File: src/rtl/beta_alu_pkg.sv
// -----------------------------------------------------------------------------
// beta_alu_pkg
// Shared definitions for the Beta ALU scheduler slice:
//   - ALUFN opcode constants (Beta encoding)
//   - scheduler FSM state encoding
//   - default operand and opcode widths
// No ports; imported by beta_rr_arbiter and beta_alu_sched.
// -----------------------------------------------------------------------------
package beta_alu_pkg;

   localparam int W_DEF   = 32;
   localparam int OPW_DEF = 6;

   // ALUFN opcodes
   localparam logic [5:0] ALUFN_ADD   = 6'b100000;
   localparam logic [5:0] ALUFN_SUB   = 6'b100001;
   localparam logic [5:0] ALUFN_AND   = 6'b101000;
   localparam logic [5:0] ALUFN_OR    = 6'b101110;
   localparam logic [5:0] ALUFN_XOR   = 6'b100110;
   localparam logic [5:0] ALUFN_CMPEQ = 6'b110011;
   localparam logic [5:0] ALUFN_CMPLT = 6'b110101;
   localparam logic [5:0] ALUFN_SHL   = 6'b111000;
   localparam logic [5:0] ALUFN_SHR   = 6'b111001;
   localparam logic [5:0] ALUFN_SRA   = 6'b111011;

   typedef enum logic [1:0] {
      ST_IDLE  = 2'd0,
      ST_ISSUE = 2'd1,
      ST_WAIT  = 2'd2,
      ST_RESP  = 2'd3
   } sched_state_t;

endpackage

File: src/rtl/beta_rr_arbiter.sv
// -----------------------------------------------------------------------------
// beta_rr_arbiter
// Purely combinational round-robin pick: the first asserted request at or
// after ptr, wrapping NREQ-1 -> 0. The pointer register lives in the caller.
// Ports:
//   req      in   NREQ  request vector
//   ptr      in   IDW   highest-priority index
//   gnt      out  NREQ  one-hot grant (all zero when no request)
//   gnt_idx  out  IDW   encoded grant index
//   gnt_any  out  1     at least one request present
// -----------------------------------------------------------------------------
module beta_rr_arbiter
   import beta_alu_pkg::*;
#(
   parameter int NREQ = 4,
   parameter int IDW  = 2
) (
   input  logic [NREQ-1:0] req,
   input  logic [IDW-1:0]  ptr,
   output logic [NREQ-1:0] gnt,
   output logic [IDW-1:0]  gnt_idx,
   output logic            gnt_any
);

   always_comb begin
      gnt     = '0;
      gnt_idx = '0;
      gnt_any = 1'b0;
      for (int k = 0; k < NREQ; k++) begin
         if (!gnt_any && req[(int'(ptr) + k) % NREQ]) begin
            gnt_any                        = 1'b1;
            gnt[(int'(ptr) + k) % NREQ]    = 1'b1;
            gnt_idx                        = IDW'((int'(ptr) + k) % NREQ);
         end
      end
   end

endmodule

File: src/rtl/beta_alu_sched.sv
// -----------------------------------------------------------------------------
// beta_alu_sched
// Shares one beta_alu between NREQ requesters with round-robin arbitration and
// a single op outstanding: grant -> issue -> wait for alu_done -> respond.
// A WAIT that lasts TIMEOUT cycles without alu_done aborts with rsp_err=1.
//
// Handshakes: a transfer happens on a rising edge where valid && ready are
// both high. valid never depends on ready; once rsp_valid is up, rsp_id/y/err
// hold until the transfer. req_ready is a combinational, at-most-one-hot
// grant that only appears in IDLE.
//
// Optional feature: define BETA_ALU_SCHED_STATS_EN to build the busy_cnt
// counter (cycles in ISSUE or WAIT, saturating); otherwise busy_cnt is 0.
//
// Ports:
//   clk, reset (async, active-low)
//   req_valid/req_ready/req_op/req_a/req_b : packed per-requester op inputs
//   alu_start/alu_op/alu_a/alu_b           : op issue to the ALU
//   alu_done/alu_y                         : ALU completion
//   rsp_valid/rsp_ready/rsp_id/rsp_y/rsp_err : result channel
//   busy_cnt                               : ALU-busy cycle counter
//   dbg_state                              : current FSM state
// -----------------------------------------------------------------------------
module beta_alu_sched
   import beta_alu_pkg::*;
#(
   parameter int NREQ    = 4,
   parameter int W       = W_DEF,
   parameter int OPW     = OPW_DEF,
   parameter int IDW     = 2,
   parameter int TIMEOUT = 64
) (
   input  logic                clk,
   input  logic                reset,
   input  logic [NREQ-1:0]     req_valid,
   output logic [NREQ-1:0]     req_ready,
   input  logic [NREQ*OPW-1:0] req_op,
   input  logic [NREQ*W-1:0]   req_a,
   input  logic [NREQ*W-1:0]   req_b,
   output logic                alu_start,
   output logic [OPW-1:0]      alu_op,
   output logic [W-1:0]        alu_a,
   output logic [W-1:0]        alu_b,
   input  logic                alu_done,
   input  logic [W-1:0]        alu_y,
   output logic                rsp_valid,
   input  logic                rsp_ready,
   output logic [IDW-1:0]      rsp_id,
   output logic [W-1:0]        rsp_y,
   output logic                rsp_err,
   output logic [31:0]         busy_cnt,
   output logic [1:0]          dbg_state
);

   sched_state_t    state, state_nxt;
   logic [IDW-1:0]  ptr;
   logic [IDW-1:0]  cap_id;
   logic [7:0]      wait_cnt;
   logic [NREQ-1:0] arb_gnt;
   logic [IDW-1:0]  arb_idx;
   logic            arb_any;
   logic            grant;
   logic            timed_out;

   beta_rr_arbiter #(.NREQ(NREQ), .IDW(IDW)) u_arb (
      .req     (req_valid),
      .ptr     (ptr),
      .gnt     (arb_gnt),
      .gnt_idx (arb_idx),
      .gnt_any (arb_any)
   );

   assign grant     = (state == ST_IDLE) && arb_any;
   // wait_cnt holds the number of WAIT cycles already completed, so this is
   // the TIMEOUT-th WAIT cycle; alu_done in the same cycle takes priority.
   assign timed_out = (wait_cnt == 8'(TIMEOUT - 1));
   assign dbg_state = state;

   // State register
   always_ff @(posedge clk or negedge reset) begin
      if (!reset) state <= ST_IDLE;
      else        state <= state_nxt;
   end

   // Next-state logic
   always_comb begin
      state_nxt = state;
      case (state)
         ST_IDLE:  if (arb_any)               state_nxt = ST_ISSUE;
         ST_ISSUE:                            state_nxt = ST_WAIT;
         ST_WAIT:  if (alu_done || timed_out) state_nxt = ST_RESP;
         ST_RESP:  if (rsp_ready)             state_nxt = ST_IDLE;
         default:                             state_nxt = ST_IDLE;
      endcase
   end

   // Output decode
   always_comb begin
      req_ready = '0;
      alu_start = 1'b0;
      rsp_valid = 1'b0;
      case (state)
         ST_IDLE:  req_ready = arb_gnt;
         ST_ISSUE: alu_start = 1'b1;
         ST_RESP:  rsp_valid = 1'b1;
         default:  ;
      endcase
   end

   // Datapath: captured op, round-robin pointer, wait counter, response
   always_ff @(posedge clk or negedge reset) begin
      if (!reset) begin
         ptr      <= '0;
         cap_id   <= '0;
         alu_op   <= '0;
         alu_a    <= '0;
         alu_b    <= '0;
         wait_cnt <= '0;
         rsp_id   <= '0;
         rsp_y    <= '0;
         rsp_err  <= 1'b0;
      end else begin
         if (grant) begin
            ptr    <= (arb_idx == IDW'(NREQ - 1)) ? '0 : arb_idx + 1'b1;
            cap_id <= arb_idx;
            alu_op <= req_op[arb_idx*OPW +: OPW];
            alu_a  <= req_a[arb_idx*W +: W];
            alu_b  <= req_b[arb_idx*W +: W];
         end
         if (state == ST_ISSUE)     wait_cnt <= '0;
         else if (state == ST_WAIT) wait_cnt <= wait_cnt + 8'd1;
         if (state == ST_WAIT) begin
            if (alu_done) begin
               rsp_id  <= cap_id;
               rsp_y   <= alu_y;
               rsp_err <= 1'b0;
            end else if (timed_out) begin
               rsp_id  <= cap_id;
               rsp_y   <= '0;
               rsp_err <= 1'b1;
            end
         end
      end
   end

`ifdef BETA_ALU_SCHED_STATS_EN
   always_ff @(posedge clk or negedge reset) begin
      if (!reset) begin
         busy_cnt <= '0;
      end else if (((state == ST_ISSUE) || (state == ST_WAIT)) && (busy_cnt != 32'hFFFF_FFFF)) begin
         busy_cnt <= busy_cnt + 32'd1;
      end
   end
`else
   assign busy_cnt = '0;
`endif

endmodule

File: config.mk
export PLATFORM = sky130hd
export DESIGN_NAME = beta_alu_sched
export DESIGN_NICKNAME = d
export VERILOG_FILES = /design/src/rtl/beta_alu_pkg.sv /design/src/rtl/beta_rr_arbiter.sv /design/src/rtl/beta_alu_sched.sv
export SDC_FILE = /design/constraint.sdc
export NUM_CORES = 1
export LEC_CHECK = 0
export CORE_AREA = 2 2 179 181
export CTS_CLUSTER_DIAMETER = 150
export CTS_CLUSTER_SIZE = 30
export DETAILED_ROUTE_END_ITERATION = 16
export DIE_AREA = 0 0 181 183
export PLACE_DENSITY = 0.59
export SETUP_SLACK_MARGIN = 0.3
export SLEW_MARGIN = 10
export SYNTH_ARGS = -nofsm -noshare
export SYNTH_HDL_FRONTEND = slang
export SYNTH_SLANG_ARGS = --single-unit
File: constraint.sdc
create_clock -name clk -period 4.45 [get_ports clk]
set_input_delay 1.1125 -clock clk [delete_from_list [all_inputs] [get_ports clk]]
set_output_delay 1.1125 -clock clk [all_outputs]
set_load 0.01 [all_outputs]
==> flow_summary.yaml <==
status:
  outcome: "finished, final reports clean"
worst_setup_path:
  crit_path_end_kind: "output port"
  cp_data_arrival_time_ps: 2880
  reg2reg_slack_ps: 1560
  r2r_start: "ptr[1]"
  crit_start: "req_valid[3]"
  r2r-end: "alu_a[28]"
  reg2reg_depth: 9
  cp-endpoint: "req_ready[2]"
  cp-start-kind: "primary input"
  required_ps: 3340
  crit_fanout: 8
  path_class: "primary input to output port"
drt:
  ant_nets: 0
  vias: 6839
  vias_per_cell: 4.630
  drt_wl_total_um: 28360
  dr.pass1.iters: 5
  wl_per_cell_um: 19.20
  drt_iter0_drc: 245
  drc_errors: 0
clocking:
  clockRootBuffer: "clkbuf_16"
  clkLatencyLatePin_ps: 420
  h-tree-depth: 4
  cts_sinks: 119
  cts_made_buffers: 17
  cts_tree: "done"
  clockBufferDepth: 2
  clkTransAtPathRegs_ps: 60
cells_and_area:
  fin_area_um2: 12270
  fillCellCount: 3088
  multi_input_area_um2: 3530
  final_cells: 1477
  nets: 1391
  syn2layout_area_growth_pct: 77.72
  drive_gt1_share_pct: 7.463
  register_area_um2: 2978
floorplanning:
  start_util_pct: 22.12
  die_y_um: 183
  num_rows: 65
  core_um2: 31230
  die_w_um: 181
  io_pins: 465
  dieArea_um2: 33120
synthesis:
  syn_area_per_cell_um2: 10.96
  seq_area_frac_synth_pct: 43.12
  ys_seq_elements: 119
  ys_types: 41
  netlist_area_um2: 6907
  synthCells: 630
  yosysWarningCount: 0
placed_design:
  port_buffers: 432
  place_inst: 1437
  dp_hpwl_um: 21360
  gp_congestion: 0.7984
  pre_cts_ws_ps: -55.98
  place_area_um2: 11630
sta:
  relSlewSlack_pct: 49.93
  finalWorstSetupSlack_ps: 453.8
  drv_slew: 0
  period_minus_slack_ps: 3996
  tightestPinTransition_ps: 751.1
  finalHoldViolCount: 0
  fin_worst_skew_ps: 14.28
  setup_violations: 0
  fin_crit_sh_pct: 89.80
  rsz0062_at_grt: "false"
  fmax_mhz: 250.2
global_routing:
  grt_pass1_wl_um: 41880
  grt_max_degree: 70
  gr-total-overflow: 0
  grt_pass1_vias: 6999
  track_usage_pct: 16.61
  antenna_found_initial: 3
hold_path:
  hp-class: "flip-flop to flip-flop"
job:
  drv_cap: 0
pwr:
  power.leakage_nw: 5.533
  powerDensity_nw_per_um2: 680.8
  vdd_drop_max_v: 0.0002976
## where the power goes
part	internal, mW	switching (mW)	leakage (nW)
clock network	0.841	0.582	0.287
logic	2.57	2.44	3.76
registers	1.61	0.305	1.48
## synthesized netlist by cell type (all sizes together)
library cell    n  share of area, %
a2111oi         1              0.22
a21oi           5              0.36
a22o           35               4.4
a22oi           8              0.87
a31oi           1             0.091
and2            5              0.45
and3            4              0.36
and3b           1              0.13
buf            57               6.4
clkbuf         23               1.2
conb            1             0.054
dfrtp         119                43
dlygate4sd1     1              0.13
ha             12               2.2
inv             8              0.43
mux2            4              0.65
mux2i         141                20
mux4            3              0.98
nand2          79               4.3
nand2b          4              0.36
nand3           2              0.14
nand3b          2              0.22
nand4           1             0.091
nand4b          1              0.13
nor2            8              0.43
nor2b           4              0.36
nor3b           2              0.22
nor4            1             0.091
o211ai          2              0.22
o21a            1              0.11
o21ai          19               1.4
o21bai          1              0.11
o221ai         70               8.9
o22ai           1             0.091
or3             1             0.091
xnor2           1              0.13
xor2            1              0.13
## cells in the final DEF (no fill, tap or decap), types with 2 or more instances in the layout
master	n
clkdlybuf4s50_1	425
mux2i_1	141
dfrtp_1	119
nand2_1	78
o221ai_1	70
a22o_1	35
conb_1	32
buf_4	18
clkbuf_16	17
ha_1	12
o21ai_0	11
buf_12	9
inv_1	8
nor2_1	8
o21ai_1	7
inv_6	6
a22oi_1	5
and2_1	5
a21oi_1	5
clkinv_4	5
mux2_2	4
and3_1	4
diode_2	3
mux4_2	3
nand2b_1	3
a22oi_2	3
nor2b_1	3
buf_2	3
nand3b_1	2
nor3b_1	2
o211ai_1	2
bufinv_16	2
buf_6	2
## flip-flops by register name, summed over array words and instances (netlist names)
name       flops
alu_a         32
alu_b         32
alu_op         6
cap_id         2
dbg_state      2
ptr            2
rsp_err        1
rsp_id         2
rsp_y         32
wait_cnt       8
## worst max-delay path: stages
cell	delay, ps
clkdlybuf4s50_1	430
buf_4	170
mux4_2	440
nor2b_2	200
a22oi_1	150
o21ai_1	80
and2_1	160
buf_2	140
## logic make-up after synthesis
| family | Yosys count | synth area share [%] |
|---|---|---|
| multiplexers | 148 | 22.07 |
| AO/OA/AOI/OAI | 144 | 16.76 |
| flip-flops | 119 | 43.12 |
| AND/OR/NAND/NOR | 115 | 7.373 |
| buffers and inverters | 89 | 8.207 |
| adder cells (fa/ha/maj) | 12 | 2.174 |
| XOR/XNOR | 2 | 0.2537 |
| other | 1 | 0.05430 |
## worst min-delay path by stage
| stage | slack [ps] | depth (start not counted) | startpoint | end |
|---|---|---|---|---|
| finish | 480 | 2 | alu_a[18] | alu_a[18] |
| global route | 510 | 2 | alu_b[23] | alu_b[23] |
| CTS | 490 | 2 | alu_a[18] | alu_a[18] |
| detailed placement | 470 | 2 | alu_a[18] | alu_a[18] |
| global placement | 460 | 2 | cap_id[0] | cap_id[0] |
| floorplan | 440 | 2 | cap_id[0] | cap_id[0] |
## metrics by stage
step	total power, mW	TNS (ps)	hold WS (ps)	utilization, %
after floorplan	4.888	0	442.6	-
after global placement	6.918	-60.16	459.0	37.24
after detailed placement	6.982	-150.5	471.8	37.24
after CTS	8.477	0	487.7	39.26
after global routing	8.934	0	506.9	39.30
final	8.357	0	480.6	39.30
## timing repair
| action | in CTS | in global routing |
|---|---|---|
| buffers inserted | 4 | 1 |
| pin swaps | 2 | 2 |
| resized for setup | 15 | 12 |
| endpoints found under the setup margin | 4 | 4 |
| hold buffers | 0 | 0 |
## metal layers
metal  wire length [um]  up-vias  share of wire, %  track usage [%]
met5                  0        -                 0                0
met3               2480       21               8.7            5.620
li1                   -     3176                 -                -
met4                514        0               1.8            5.463
met2              13980      340                49            28.69
met1              11390     3302                40            19.38
## cell type report
cell class	instances	share of cell area [%]
clock inverters	14	1.335
well taps	402	4.098
flip-flops and latches	119	24.26
multi-input cells	453	28.76
inverters	8	0.2446
diodes	3	0.06116
repair buffers	460	37.75
clock buffers	18	3.496
(Power assumes the default switching activity.)
